--- src/rtl/mem_req_queue.sv ---
// mem_req_queue
// -------------
// In-order request queue sitting in front of main_memory. Accepts single-word
// read/write requests from the core side, buffers them in a FIFO, issues them
// one at a time on the memory bus as R_REQ / WB_REQ, waits for MEM_RESP and
// returns a one-cycle response pulse.
//
// Handshake: a request transfers on a rising edge where req_valid && req_ready.
// req_ready is simply !full. The response side has no backpressure; resp_valid
// is a single-cycle pulse and all resp_* fields are 0 while it is low.
//
// Ports:
//   clock, reset                 single clock, synchronous active-low reset
//   req_valid/req_ready          request handshake
//   req_write/address/data       request payload (data ignored for reads)
//   resp_valid/write/error       completion pulse and its attributes
//   resp_address/resp_data       completed address, read data (0 for writes)
//   msg_out/address_out/data_out bus request to memory (registered)
//   msg_in/address_in/data_in    bus response from memory
//   fsm_state                    debug view of the FSM (0 = IDLE, 1 = WAIT)
//
// Optional feature macro: MEM_REQ_TIMEOUT_EN
//   When defined, a request that sees no MEM_RESP within TIMEOUT_CYCLES WAIT
//   cycles is completed with resp_error = 1. When undefined, WAIT has no limit
//   and resp_error is constant 0.

module mem_req_queue #(
    parameter int DATA_WIDTH     = 32,
    parameter int ADDRESS_WIDTH  = 32,
    parameter int MSG_BITS       = 4,
    parameter int FIFO_DEPTH     = 4,
    parameter int TIMEOUT_CYCLES = 255
) (
    input  logic                     clock,
    input  logic                     reset,
    input  logic                     req_valid,
    output logic                     req_ready,
    input  logic                     req_write,
    input  logic [ADDRESS_WIDTH-1:0] req_address,
    input  logic [DATA_WIDTH-1:0]    req_data,
    output logic                     resp_valid,
    output logic                     resp_write,
    output logic                     resp_error,
    output logic [ADDRESS_WIDTH-1:0] resp_address,
    output logic [DATA_WIDTH-1:0]    resp_data,
    output logic [MSG_BITS-1:0]      msg_out,
    output logic [ADDRESS_WIDTH-1:0] address_out,
    output logic [DATA_WIDTH-1:0]    data_out,
    input  logic [MSG_BITS-1:0]      msg_in,
    input  logic [ADDRESS_WIDTH-1:0] address_in,
    input  logic [DATA_WIDTH-1:0]    data_in,
    output logic                     fsm_state
);

    localparam int PW = $clog2(FIFO_DEPTH);
    localparam logic [MSG_BITS-1:0] NO_REQ   = MSG_BITS'(0);
    localparam logic [MSG_BITS-1:0] R_REQ    = MSG_BITS'(1);
    localparam logic [MSG_BITS-1:0] WB_REQ   = MSG_BITS'(2);
    localparam logic [MSG_BITS-1:0] MEM_RESP = MSG_BITS'(10);

    typedef enum logic {S_IDLE = 1'b0, S_WAIT = 1'b1} state_t;

    // ---------------- FIFO ----------------
    logic                     fifo_write [FIFO_DEPTH];
    logic [ADDRESS_WIDTH-1:0] fifo_addr  [FIFO_DEPTH];
    logic [DATA_WIDTH-1:0]    fifo_data  [FIFO_DEPTH];
    logic [PW-1:0]            wptr, rptr;
    logic [PW:0]              count;     // extra bit separates full from empty
    logic                     full, empty, push, pop;

    state_t state_q, state_d;

    assign full      = (count == (PW+1)'(FIFO_DEPTH));
    assign empty     = (count == '0);
    assign req_ready = !full;
    assign push      = req_valid && !full;
    // Pop only from IDLE, so IDLE always lasts at least one cycle between requests.
    assign pop       = (state_q == S_IDLE) && !empty;

    always_ff @(posedge clock) begin
        if (!reset) begin
            wptr  <= '0;
            rptr  <= '0;
            count <= '0;
        end else begin
            if (push) wptr <= wptr + 1'b1;
            if (pop)  rptr <= rptr + 1'b1;
            case ({push, pop})
                2'b10:   count <= count + 1'b1;
                2'b01:   count <= count - 1'b1;
                default: count <= count;
            endcase
        end
    end

    always_ff @(posedge clock) begin
        if (push) begin
            fifo_write[wptr] <= req_write;
            fifo_addr[wptr]  <= req_address;
            fifo_data[wptr]  <= req_data;
        end
    end

    // ---------------- response detection / timeout ----------------
    logic resp_hit, timeout;
    assign resp_hit = (state_q == S_WAIT) && (msg_in == MEM_RESP);

`ifdef MEM_REQ_TIMEOUT_EN
    localparam int TW = ($clog2(TIMEOUT_CYCLES + 1) < 8) ? 8 : $clog2(TIMEOUT_CYCLES + 1);
    logic [TW-1:0] wait_cnt;

    // Expiry fires on the edge closing the TIMEOUT_CYCLES-th WAIT cycle;
    // a coincident MEM_RESP wins.
    assign timeout = (state_q == S_WAIT) && !resp_hit &&
                     (wait_cnt == TW'(TIMEOUT_CYCLES - 1));

    always_ff @(posedge clock) begin
        if (!reset || state_q != S_WAIT) wait_cnt <= '0;
        else                             wait_cnt <= wait_cnt + 1'b1;
    end
`else
    assign timeout = 1'b0;
`endif

    // ---------------- FSM: state register ----------------
    always_ff @(posedge clock) begin
        if (!reset) state_q <= S_IDLE;
        else        state_q <= state_d;
    end

    // ---------------- FSM: next state ----------------
    always_comb begin
        state_d = state_q;
        case (state_q)
            S_IDLE:  if (!empty)             state_d = S_WAIT;
            S_WAIT:  if (resp_hit || timeout) state_d = S_IDLE;
            default: state_d = S_IDLE;
        endcase
    end

    // ---------------- FSM: outputs (next values, registered below) ----------------
    logic [MSG_BITS-1:0]      msg_d;
    logic [ADDRESS_WIDTH-1:0] address_d;
    logic [DATA_WIDTH-1:0]    data_d;
    logic                     resp_valid_d, resp_write_d, resp_error_d;
    logic [ADDRESS_WIDTH-1:0] resp_address_d;
    logic [DATA_WIDTH-1:0]    resp_data_d;
    logic                     head_write;

    assign head_write = fifo_write[rptr];

    always_comb begin
        msg_d          = msg_out;
        address_d      = address_out;
        data_d         = data_out;
        resp_valid_d   = 1'b0;
        resp_write_d   = 1'b0;
        resp_error_d   = 1'b0;
        resp_address_d = '0;
        resp_data_d    = '0;
        case (state_q)
            S_IDLE: begin
                msg_d     = NO_REQ;
                address_d = '0;
                data_d    = '0;
                if (!empty) begin
                    msg_d     = head_write ? WB_REQ : R_REQ;
                    address_d = fifo_addr[rptr];
                    data_d    = head_write ? fifo_data[rptr] : '0;
                end
            end
            S_WAIT: begin
                if (resp_hit || timeout) begin
                    msg_d          = NO_REQ;
                    address_d      = '0;
                    data_d         = '0;
                    resp_valid_d   = 1'b1;
                    resp_write_d   = (msg_out == WB_REQ);
                    resp_error_d   = timeout;
                    resp_address_d = address_out;
                    resp_data_d    = (resp_hit && msg_out != WB_REQ) ? data_in : '0;
                end
            end
            default: ;
        endcase
    end

    always_ff @(posedge clock) begin
        if (!reset) begin
            msg_out      <= NO_REQ;
            address_out  <= '0;
            data_out     <= '0;
            resp_valid   <= 1'b0;
            resp_write   <= 1'b0;
            resp_error   <= 1'b0;
            resp_address <= '0;
            resp_data    <= '0;
        end else begin
            msg_out      <= msg_d;
            address_out  <= address_d;
            data_out     <= data_d;
            resp_valid   <= resp_valid_d;
            resp_write   <= resp_write_d;
            resp_error   <= resp_error_d;
            resp_address <= resp_address_d;
            resp_data    <= resp_data_d;
        end
    end

    assign fsm_state = state_q;

    // The response address is not used for matching: only one request is in flight.
    logic unused_inputs;
    assign unused_inputs = ^address_in ^ (TIMEOUT_CYCLES != 0);

endmodule

--- config.mk ---
export PLATFORM = sky130hd
export DESIGN_NAME = mem_req_queue
export DESIGN_NICKNAME = d
export VERILOG_FILES = /design/src/rtl/mem_req_queue.sv
export SDC_FILE = /design/constraint.sdc
export NUM_CORES = 1
export LEC_CHECK = 0
export ABC_CLOCK_PERIOD_IN_PS = 4320
export CAP_MARGIN = 40
export CORE_MARGIN = 2
export CORE_UTILIZATION = 55
export CTS_CLUSTER_SIZE = 14
export DETAILED_ROUTE_END_ITERATION = 10
export HOLD_SLACK_MARGIN = 0.12
export PLACE_DENSITY = 0.89
export RECOVER_POWER = 25
export SYNTH_ARGS = -nofsm -noshare
export SYNTH_HDL_FRONTEND = slang
export SYNTH_SLANG_ARGS = --single-unit
--- constraint.sdc ---
create_clock -name clock -period 4.32 [get_ports clock]
set_input_delay 0.648 -clock clock [delete_from_list [all_inputs] [get_ports clock]]
set_output_delay 0.648 -clock clock [all_outputs]
set_load 0.02 [all_outputs]
======== Word level (Yosys, flattened, before mapping) ========
Memories as Yosys holds them, arrays and structs flattened. A register that Yosys moved wholly into a read port is not among the register bits.
Index checks and enable logic that the tools add are counted.
storage, ports and cells
  register bits ........................... 142
  memory bits (writable) .................. 260
  output and inout port bits .............. 137
  memories ................................ 3
  logic and storage cells ................. 60
cells by class
  equal/unequal tests ..................... 7
  reductions and logical operators ........ 11
  $add $sub $neg .......................... 4
  bitwise logic cells ..................... 1
  mux-type cells .......................... 23
memories
  name        words  width  rd ports  clocked after Yosys merged registers in  write ports  RTL line  text
  fifo_addr   4      32     1         1                                        1            65        logic [ADDRESS_WIDTH-1:0] fifo_addr [FIFO_DEPTH];
  fifo_data   4      32     1         1                                        1            66        logic [DATA_WIDTH-1:0] fifo_data [FIFO_DEPTH];
  fifo_write  4      1      1         1                                        1            64        logic fifo_write [FIFO_DEPTH];
operators by type and width
  kind                                                                 count
  32-bit 2-to-1 mux                                                    4
  32-bit case mux with 2 select lines                                  2
  2-bit 2-to-1 mux                                                     8
  4-bit case mux with 2 select lines                                   1
  3-bit case mux with 2 select lines                                   1
  1-bit 2-to-1 mux                                                     5
  2-bit by 1-bit adder with 2-bit output (second input constant)       2
  4-bit by 2-bit == test with 1-bit output (second input constant)     1
  4-bit == test (second input constant)                                1
  1-bit logical AND                                                    4
  4-bit 2-to-1 mux                                                     1
  4-bit by 2-bit != test with 1-bit output (second input constant)     1
  4-bit AND reduction                                                  1
  3-bit by 1-bit adder with 3-bit output (second input constant)       1
  3-bit == test (second input constant)                                1
  3-bit zero test                                                      1
  3-bit AND reduction                                                  1
  3-bit by 1-bit subtractor with 3-bit output (second input constant)  1
  2-bit by 1-bit == test with 1-bit output (second input constant)     1
  2-bit == test (second input constant)                                1
  1-bit zero test                                                      2
  2-bit by 1-bit != test with 1-bit output (second input constant)     1
  1-bit case mux with 2 select lines                                   1
  2-bit AND reduction                                                  1
  2 further kinds                                                      2

======== Logic depth before layout (Yosys ltp) ========
Gate-level depths: netlist (run 1).
  word-level depth ........................ 5
  depth in mapped cells ................... 11

======== Least setup slack after synthesis (run 1) ========
OpenSTA, ideal clock, no wires.
  path type ............................... reg2reg
  from .................................... reg count[0]
  to ...................................... mem fifo_addr[0][0], enable pin
  stages on the path, launching flop included .. 4
  library setup time ...................... 0.430 ns
  data arrival time ....................... 2.506 ns
  slack ................................... 1.383 ns
  required time ........................... 3.890 ns
  cells stage by stage .................... dfxtp_1 or3b_1 clkbuf_1 and3_1
on the way
  word-level cells in the longest chain between the ends .. 5
RTL lines
  what                                    RTL line  text
  start, declared                         68        logic [PW:0] count;
  start signal, assigned                  89        2'b10: count <= count + 1'b1;
  start signal, assigned                  90        2'b01: count <= count - 1'b1;
  start signal, assigned                  91        default: count <= count;
  3-bit == test                           73        assign full = (count == (PW+1)'(FIFO_DEPTH));
  1-bit zero test                         --
  net req_ready                           37        output logic req_ready,
  1-bit logical AND                       76        assign push = req_valid && !full;
  1-bit 2-to-1 mux                        97        if (push) begin
  1-bit 2-to-1 mux (not written as such)  99        fifo_addr[wptr] <= req_address;
  end, declared                           65
The timed path passes the listed nets, and every way through them passes these cells.

======== Worst setup path after layout (run 1) ========
  from .................................... reg state_q, in the netlist fsm_state
  to ...................................... out fsm_state
RTL lines
  what                    RTL line  text
  start, declared         71        state_t state_q, state_d;
  start signal, assigned  128       else state_q <= state_d;
  end, declared           52        output logic fsm_state
No word-level cell between the ends.

==> results.toml, run 1 <==
[min_path]
hp-start = "data_out[6]$_SDFFE_PN0P_"
worst_hold_path_type = "reg -> reg"
hold_end = "data_out[6]$_SDFFE_PN0P_"
holdPathStages = 2

[timing]
finalWorstSetupSlack_ps = 1420
fmax_mhz = 345
hold_violations = 0
layout_min_cycle_time_ps = 2900
setup_viol = 0
worst_pin_slew_ps = 732
max_slew_margin_pct = 51.2
fin_tns_setup_ps = 0
rsz0062_at_grt = "no"
clock_skew_ps = 8.03
worst_hold_slack_ps = 470
final_max_slew_viol_count = 0
finalCritPeriodShare_pct = 67.1

[placement]
dp.cells = 1370
portBuffers = 237
gp_congestion = 0.724
post-dp-hpwl_um = 19000
pre_cts_slack_ps = 1660

[logic_synthesis]
synth_area_per_cell_sq_um = 16.9
synthDistinctLibCells = 36
synth-edff-count = 260
yosysMostFrequentCell = "edfxtp_1"
yosys-top-cells-count = "edfxtp_1, dfxtp_1, nand3_1"
yosys.area.top_type_share_pct = 55.0
postSynthCellCount = 841
ys_seq_area_share_pct = 75.1
synth_top_area_cell = "edfxtp_1"
ys.flop_type = "edfxtp_1"
ys_ff_latch = 402
async_reset_ff_share_pct = 0
yosys_warnings = 0
synth_area_sq_um = 14200
synthTopCellsByArea = "edfxtp_1, dfxtp_1, mux4_2"

[critical_path]
cp.required_ps = 3670
cp.arrival_ps = 2250
critPathMaxFanout = 27
reg2regPathDepth = 4
crit_type = "reg -> out"
start_kind = "register"
critPathSlowestCell = "dfxtp_2"
cp-end-kind = "output pin"
timing.rr.end = "address_out[22]$_SDFFE_PN0P_"
regToRegSetupSlack_ps = 1880
cp_cell_sequence = "buf_4, clkdlybuf4s50_1"
cpPeakStageDelay_ps = 750

[die]
die_w_um = 165
placementRows = 58
initial_core_util_pct = 56.2
pin_count = 273
core_area_sq_um = 25300
dieArea_sq_um = 27100
die_h_um = 165

[clocking]
numCtsBuffers = 40
clock_sinks = 402
hold_buffers = 0
cts_root_buf = "clkbuf_16"
cts_tree = "done"
clk_path_buf_depth = 3
htree_levels = 2
post_cts_resized = 0
post_cts_buffers = 0
clk_latency_ps = 510
clk_pin_slew_ps = 60

[global_routing]
grt_pass1_wl_um = 46500
grt_max_degree = 66
antenna_found_initial = 7
grt.total_usage_pct = 22.8
globalRoute.totalOverflow = 0
grt_pass1_vias = 8346

[detailed_routing]
vias = 8012
wirelength_um = 30800
drtIter0Drc = 542
viasPerCell = 5.54
firstDrtPassIters = 4
post_drt_wl_per_cell_um = 21.3
antenna_left = 0
drc_errors = 0

[cells_and_area]
instances_no_fill = 1447
drive_gt1_share_pct = 13.4
fin_nets = 1224
utilization_pct = 71.7
area_growth_pct = 27.6

[power]
pwr_density_cell_nw_per_um2 = 551
p_leak_uw = 0.00604
ir_worst_vdd_v = 0.000394

[job]
maxCapViolations = 0

[status]
outcome = "complete, no violations"
per-layer routing:
metal,routed length [um],track usage [%],vias to the layer above
met2,16000,41.4,313
met4,456,5.18,4
li1,-,-,3658
met5,27,0,-
met1,11800,27.8,3993
met3,2550,5.52,44
worst max-delay path by stage:
stage | from | endpoint | slack [ps]
2_1_floorplan | count[0]$_SDFFE_PN0P_ | fifo_addr[0][0]$_DFFE_PP_ | 1380
3_3_place_gp | req_valid | fifo_addr[0][11]$_DFFE_PP_ | 1620
3_5_place_dp | req_valid | count[2]$_SDFFE_PN0P_ | 1660
4_1_cts | fsm_state$_SDFF_PN0_ | fsm_state | 1390
5_1_grt | fsm_state$_SDFF_PN0_ | fsm_state | 1300
6_report | fsm_state$_SDFF_PN0_ | fsm_state | 1420
cell families after synthesis:
kind of cell	synth area share, %
AOI/OAI and AO/OA	3.15
xor gates and xnor gates	0.123
adders and majority gates	0.582
buffers and inverters	2.80
DFF	75.1
muxes	10.3
other	0.0264
and+or+nand+nor	7.94
flip-flops by register name (all words and copies together) (netlist names), 2 cells and up, named ones only:
signal        count
resp_data        32
rptr              2
fifo_write        4
resp_address     32
fifo_data       128
address_out      32
fifo_addr       128
count             3
data_out         32
msg_out           2
wptr              2
cell usage in the layout (no fill, tap or decap), types with 2 or more instances in the layout:
| cell | count |
|---|---|
| nor2_1 | 3 |
| clkbuf_1 | 13 |
| nand3_1 | 69 |
| o21ai_0 | 2 |
| buf_4 | 11 |
| buf_16 | 5 |
| ha_1 | 5 |
| o22ai_1 | 32 |
| clkdlybuf4s50_1 | 186 |
| clkinv_2 | 7 |
| diode_2 | 5 |
| xor2_1 | 2 |
| edfxtp_1 | 260 |
| and3_4 | 4 |
| dfxtp_4 | 2 |
| mux4_2 | 65 |
| inv_1 | 7 |
| nand2_1 | 68 |
| or3_1 | 3 |
| a21oi_1 | 41 |
| clkinv_1 | 7 |
| dfxtp_1 | 139 |
| clkbuf_8 | 6 |
| and2_1 | 65 |
| dlygate4sd3_1 | 50 |
| clkbuf_16 | 41 |
| conb_1 | 3 |
| a21o_1 | 2 |
worst max-delay path: cells and delay by family, from the launching register on:
family	cells	cell delay (ps)
buffers and inverters	2	980
DFF	1	750
layout make-up:
| cell class | instances | area, sq um |
|---|---|---|
| inverter | 9 | 33.8 |
| fill | 1539 | 7140 |
| timing repair buffer | 254 | 2610 |
| tap | 330 | 413 |
| multi-input combinational | 375 | 3170 |
| clock buffer | 60 | 1160 |
| sequential | 402 | 10700 |
| clock inverter | 12 | 53.8 |
| antenna | 5 | 12.5 |
metrics by stage:
stage,power [uW],cell area [sq um]
detailed placement,6930,16900
floorplan,6160,14200
global route,10400,18100
global placement,6800,16700
finish,9990,18100
CTS,10100,18100
where the power goes:
part           switching [uW]  internal, uW  leakage [uW]  total (uW)
combinational            1100           971       0.00190        2070
clock                    1340          1850      0.000599        3180
sequential                263          4470       0.00354        4740
Note: power is estimated with default switching activity, not from simulation.
==> run 2, diff against run 1 <==
--- a/config.mk
+++ b/config.mk
@@ -5,14 +5,14 @@
 export SDC_FILE = /design/constraint.sdc
 export NUM_CORES = 1
 export LEC_CHECK = 0
-export ABC_CLOCK_PERIOD_IN_PS = 4320
+export ABC_CLOCK_PERIOD_IN_PS = 2500
 export CAP_MARGIN = 40
 export CORE_MARGIN = 2
-export CORE_UTILIZATION = 55
+export CORE_UTILIZATION = 47
 export CTS_CLUSTER_SIZE = 14
 export DETAILED_ROUTE_END_ITERATION = 10
 export HOLD_SLACK_MARGIN = 0.12
-export PLACE_DENSITY = 0.89
+export PLACE_DENSITY = 0.81
 export RECOVER_POWER = 25
 export SYNTH_ARGS = -nofsm -noshare
 export SYNTH_HDL_FRONTEND = slang
==> constraint.sdc (replaced) <==
create_clock -name clock -period 2.5 [get_ports clock]
set_input_delay 0.375 -clock clock [delete_from_list [all_inputs] [get_ports clock]]
set_output_delay 0.375 -clock clock [all_outputs]
set_load 0.02 [all_outputs]
==> run 2 against run 1 <==
Compared with the run above: core utilization fell by 10 points; die area rose by 17%; power rose by 77%; global-route usage fell by 3.7 points; critical path type is now reg -> reg; highest routed layer unchanged.
==> results.toml, run 2 (synthesis results as in run 1) <==
[clocking]
clk_pin_slew_ps = 60
clk_latency_ps = 520
cts_tree = "done"
hold_buffers = 0
htree_levels = 2
post_cts_buffers = 0
cts_root_buf = "clkbuf_16"
post_cts_resized = 0
clk_path_buf_depth = 3
clock_sinks = 402
numCtsBuffers = 41

[placement]
portBuffers = 237
gp_congestion = 0.711
pre_cts_slack_ps = 305
post-dp-hpwl_um = 19000
dp.cells = 1439
placed_area_sq_um = 17000

[min_path]
holdPathStages = 3
worst_hold_path_type = "in -> reg"

[power]
internal_power_uw = 13000
seqPwrFrac_pct = 45.4
comb_power_share_pct = 21.3
p_leak_uw = 0.00613
ir_worst_vdd_v = 0.000679
p_sw_uw = 4720
p_clk_share_pct = 33.3
switching_share_pct = 26.7
pwr_density_cell_nw_per_um2 = 964

[die]
initial_core_util_pct = 47.7
placementRows = 63
core_area_sq_um = 29700
die_w_um = 178
dieArea_sq_um = 31600
die_h_um = 178
pin_count = 273

[timing]
worst_pin_slew_ps = 731
fmax_mhz = 462
max_slew_margin_pct = 51.3
setup_viol = 0
clock_skew_ps = 9.34
final_max_slew_viol_count = 0
rsz0062_at_grt = "no"
layout_min_cycle_time_ps = 2160
hold_violations = 0
finalCritPeriodShare_pct = 86.5
fin_tns_setup_ps = 0
finalWorstSetupSlack_ps = 336

[detailed_routing]
antenna_left = 0
post_drt_wl_per_cell_um = 19.9
viasPerCell = 5.23
wirelength_um = 30100
drtIter0Drc = 520
vias = 7935
drc_errors = 0
firstDrtPassIters = 5

[cells_and_area]
layout_commonest_cell = "edfxtp_1"
fin_nets = 1234
reg.largest.list = "fifo_addr: 128 flops, fifo_data: 128 flops"
drive_gt1_share_pct = 14.5
area_growth_pct = 29.3
instances_no_fill = 1518
final_cell_mix = "edfxtp_1, clkdlybuf4s50_1, dfxtp_1"
finish.instance_area_sq_um = 18300

[global_routing]
grt_pass1_vias = 8176
antenna_found_initial = 6
grt_pass1_wl_um = 45800
grt.total_usage_pct = 19.2
grt_max_degree = 65
globalRoute.totalOverflow = 0

[critical_path]
cp.arrival_ps = 2600
cp.required_ps = 2940
crit_type = "reg -> reg"
critPathMaxFanout = 5
cp-end-kind = "register"
reg2regPathDepth = 8
start_kind = "register"

[job]
maxCapViolations = 0

[status]
outcome = "complete, no violations"
[run 2: changes by cell type in the layout (fill, tap and decap cells not counted), sizes merged, moves of 2 or more]
cell           previous run  this run
diode                     5         3
buf                      18        27
clkinv                   14        16
clkdlybuf4s50           186       184
bufinv                    0         2
[run 2: power by group through the flow]
stage / sequential, uW / clock, uW / combinational, uW
after floorplan: 8360 / 0 / 2280
after global placement: 8140 / 0 / 3750
after detailed placement: 8180 / 0 / 3820
after CTS: 8040 / 6040 / 3840
after global routing: 8100 / 6320 / 4080
final: 8030 / 5890 / 3760
[run 2: metal layers]
layer  vias to the layer above  track usage [%]  wire length, um
met1                      3902             23.3            11700
li1                       3676                -                -
met2                       307             34.0            15400
met5                         -                0               53
met3                        42             5.36             2670
met4                         8             4.20              392
[run 2: through the flow]
stage,power (uW),hold WS [ps],util [%]
global placement,11900,456,57.2
detailed placement,12000,457,57.2
global route,18500,404,61.7
finish,17700,401,61.7
floorplan,10600,455,-
CTS,17900,392,61.7
[run 2: worst max-delay path, cell delays in order, from the launching register on]
cell	delay, ps
dfxtp_1	370
or3b_1	380
nand2_1	80
ha_1	180
inv_1	70
fa_1	380
xor2_1	160
or3_1	300
a21oi_1	170
[run 2: final timing paths]
| check | endpoint | slack, ps | start |
|---|---|---|---|
| hold reg to reg | data_out[5]$_SDFFE_PN0P_ | 470 | data_out[5]$_SDFFE_PN0P_ |
| setup / recovery | count[2]$_SDFFE_PN0P_ | 340 | count[2]$_SDFFE_PN0P_ |
| hold / removal | address_out[18]$_SDFFE_PN0P_ | 400 | reset |
| setup reg to reg | count[2]$_SDFFE_PN0P_ | 340 | count[2]$_SDFFE_PN0P_ |
[run 2: layout make-up]
cell class                 count  area [sq um]
antenna                        3          7.51
clock buffer                  59          1200
clock inverter                17           134
fill                        2148         11400
inverter                       9          33.8
multi-input combinational    375          3170
sequential                   402         10700
tap                          390           488
timing repair buffer         263          2650
==> run 3, diff against run 2 <==
--- a/config.mk
+++ b/config.mk
@@ -14,6 +14,8 @@
 export HOLD_SLACK_MARGIN = 0.12
 export PLACE_DENSITY = 0.81
 export RECOVER_POWER = 25
+export SETUP_SLACK_MARGIN = 0.1
+export SLEW_MARGIN = 5
 export SYNTH_ARGS = -nofsm -noshare
 export SYNTH_HDL_FRONTEND = slang
 export SYNTH_SLANG_ARGS = --single-unit
==> run 3 against run 2 <==
Compared with the run above: design area is essentially flat; routed wire length is essentially flat; non-clock buffer count is the same; die area is the same; via count grew 0.10%; critical endpoint is now req_ready; largest power group unchanged; highest routed layer unchanged.
==> results.toml, run 3 (synthesis results as in run 1) <==
[die]
pin_count = 273
core_area_sq_um = 29700
die_w_um = 178
placementRows = 63
initial_core_util_pct = 47.7
dieArea_sq_um = 31600
die_h_um = 178

[placement]
placed_area_sq_um = 17000
portBuffers = 237
post-dp-hpwl_um = 19000
gp_congestion = 0.711

[global_routing]
globalRoute.totalOverflow = 0
grt_pass1_wl_um = 45800
antenna_found_initial = 6
grt_max_degree = 65
grt_pass1_vias = 8176
grt.total_usage_pct = 19.2

[power]
p_total_uw = 17700
seqPwrFrac_pct = 45.4
ir_worst_vdd_v = 0.000679
comb_power_share_pct = 21.3
switching_share_pct = 26.7
p_clk_share_pct = 33.3
pwr_density_cell_nw_per_um2 = 964
p_leak_uw = 0.00613
internal_power_uw = 13000
p_sw_uw = 4720

[timing]
setup_viol = 0
clock_skew_ps = 8.96
final_max_slew_viol_count = 0
fmax_mhz = 456
max_slew_margin_pct = 51.3
rsz0062_at_grt = "no"
hold_violations = 0
worst_pin_slew_ps = 730
layout_min_cycle_time_ps = 2190
fin_tns_setup_ps = 0
finalCritPeriodShare_pct = 87.7

[clocking]
hold_buffers = 0
htree_levels = 2
clk_latency_ps = 520
clk_path_buf_depth = 3
numCtsBuffers = 41
clock_sinks = 402
clk_pin_slew_ps = 60
cts_root_buf = "clkbuf_16"
cts_tree = "done"

[cells_and_area]
drive_gt1_share_pct = 14.5
layout_commonest_cell = "edfxtp_1"
reg.largest.list = "fifo_addr: 128 flops, fifo_data: 128 flops"
final_cell_mix = "edfxtp_1, clkdlybuf4s50_1, dfxtp_1"
finish.instance_area_sq_um = 18300
area_growth_pct = 29.3
fin_nets = 1234

[critical_path]
rr_startpoint = "count[2]$_SDFFE_PN0P_"
regToRegSetupSlack_ps = 340
cp-end-kind = "output pin"
critPathMaxFanout = 9
start_kind = "register"
cpPeakStageDelay_ps = 380
crit_end = "req_ready"
critPathSlowestCell = "or3b_1"
timing.rr.end = "count[2]$_SDFFE_PN0P_"
cp.required_ps = 2120
cp_cell_sequence = "or3b_1, buf_4, dlygate4sd2_1"
cp.arrival_ps = 1820
reg2regPathDepth = 8
crit_type = "reg -> out"
critPathLaunch = "count[2]$_SDFFE_PN0P_"

[status]
outcome = "complete, no violations"

[detailed_routing]
drtIter0Drc = 516
antenna_left = 0
post_drt_wl_per_cell_um = 19.9
firstDrtPassIters = 5
drc_errors = 0
wirelength_um = 30100
viasPerCell = 5.23
vias = 7943

[job]
maxCapViolations = 0

[min_path]
worst_hold_path_type = "in -> reg"
[run 3: cell types whose count changed in the layout (fill, tap and decap cells not counted), sizes merged]
cell / delta
dlygate4sd2: +1
dlymetal6s2s: -1
[run 3: repair_timing]
item | CTS | global route
gates resized for setup | 1 | 0
setup endpoints to repair | 1 | 0
setup buffers | 0 | 0
[run 3: critical path, delay by kind of cell (launching register included)]
kind / cells / cell delay [ps]
and+or+nand+nor: 1 / 380
buffers and inverters: 2 / 550
DFF: 1 / 370
[run 3: metal layers]
metal	track usage [%]	vias to the layer above	wire (um)
met4	4.20	8	392
met2	34.0	311	15300
met3	5.36	42	2720
met1	23.3	3905	11600
li1	-	3677	-
met5	0	-	53
[run 3: power by group through the flow]
stage / clock network, uW / logic [uW] / registers, uW
6_report: 5890 / 3760 / 8030
5_1_grt: 6320 / 4080 / 8100
4_1_cts: 6040 / 3840 / 8040
3_5_place_dp: 0 / 3820 / 8180
3_3_place_gp: 0 / 3750 / 8140
2_1_floorplan: 0 / 2280 / 8360
[run 3: how the worst min path moves through the flow]
stage                                         start                      endpoint  depth (start not counted)
after floorplan                rptr[1]$_SDFFE_PN0P_                      register                          2
after global placement    data_out[28]$_SDFFE_PN0P_     data_out[28]$_SDFFE_PN0P_                          2
after detailed placement  data_out[12]$_SDFFE_PN0P_     data_out[12]$_SDFFE_PN0P_                          2
after CTS                                     reset  address_out[16]$_SDFFE_PN0P_                          3
after global routing                     data_in[7]       resp_data[7]$_SDFF_PN0_                          2
final                                         reset  address_out[18]$_SDFFE_PN0P_                          3
[run 3: cell type report]
| type | instances | area [sq um] |
|---|---|---|
| fillers | 2149 | 11400 |
| multi-input cells | 375 | 3170 |
| clock inverters | 17 | 134 |
| repair buffers | 263 | 2650 |
| clock buffers | 59 | 1200 |
| flip-flops and latches | 402 | 10700 |
| well taps | 390 | 488 |
| inverters | 9 | 33.8 |
| diodes | 3 | 7.51 |
[run 3: through the flow]
step	util, %	instances	setup WS, ps	hold WS (ps)
final	61.7	1518	307	401
after global routing	61.7	1516	224	404
after CTS	61.7	1515	271	392
after detailed placement	57.2	1439	305	457
after global placement	57.2	1439	336	456
after floorplan	-	843	229	455
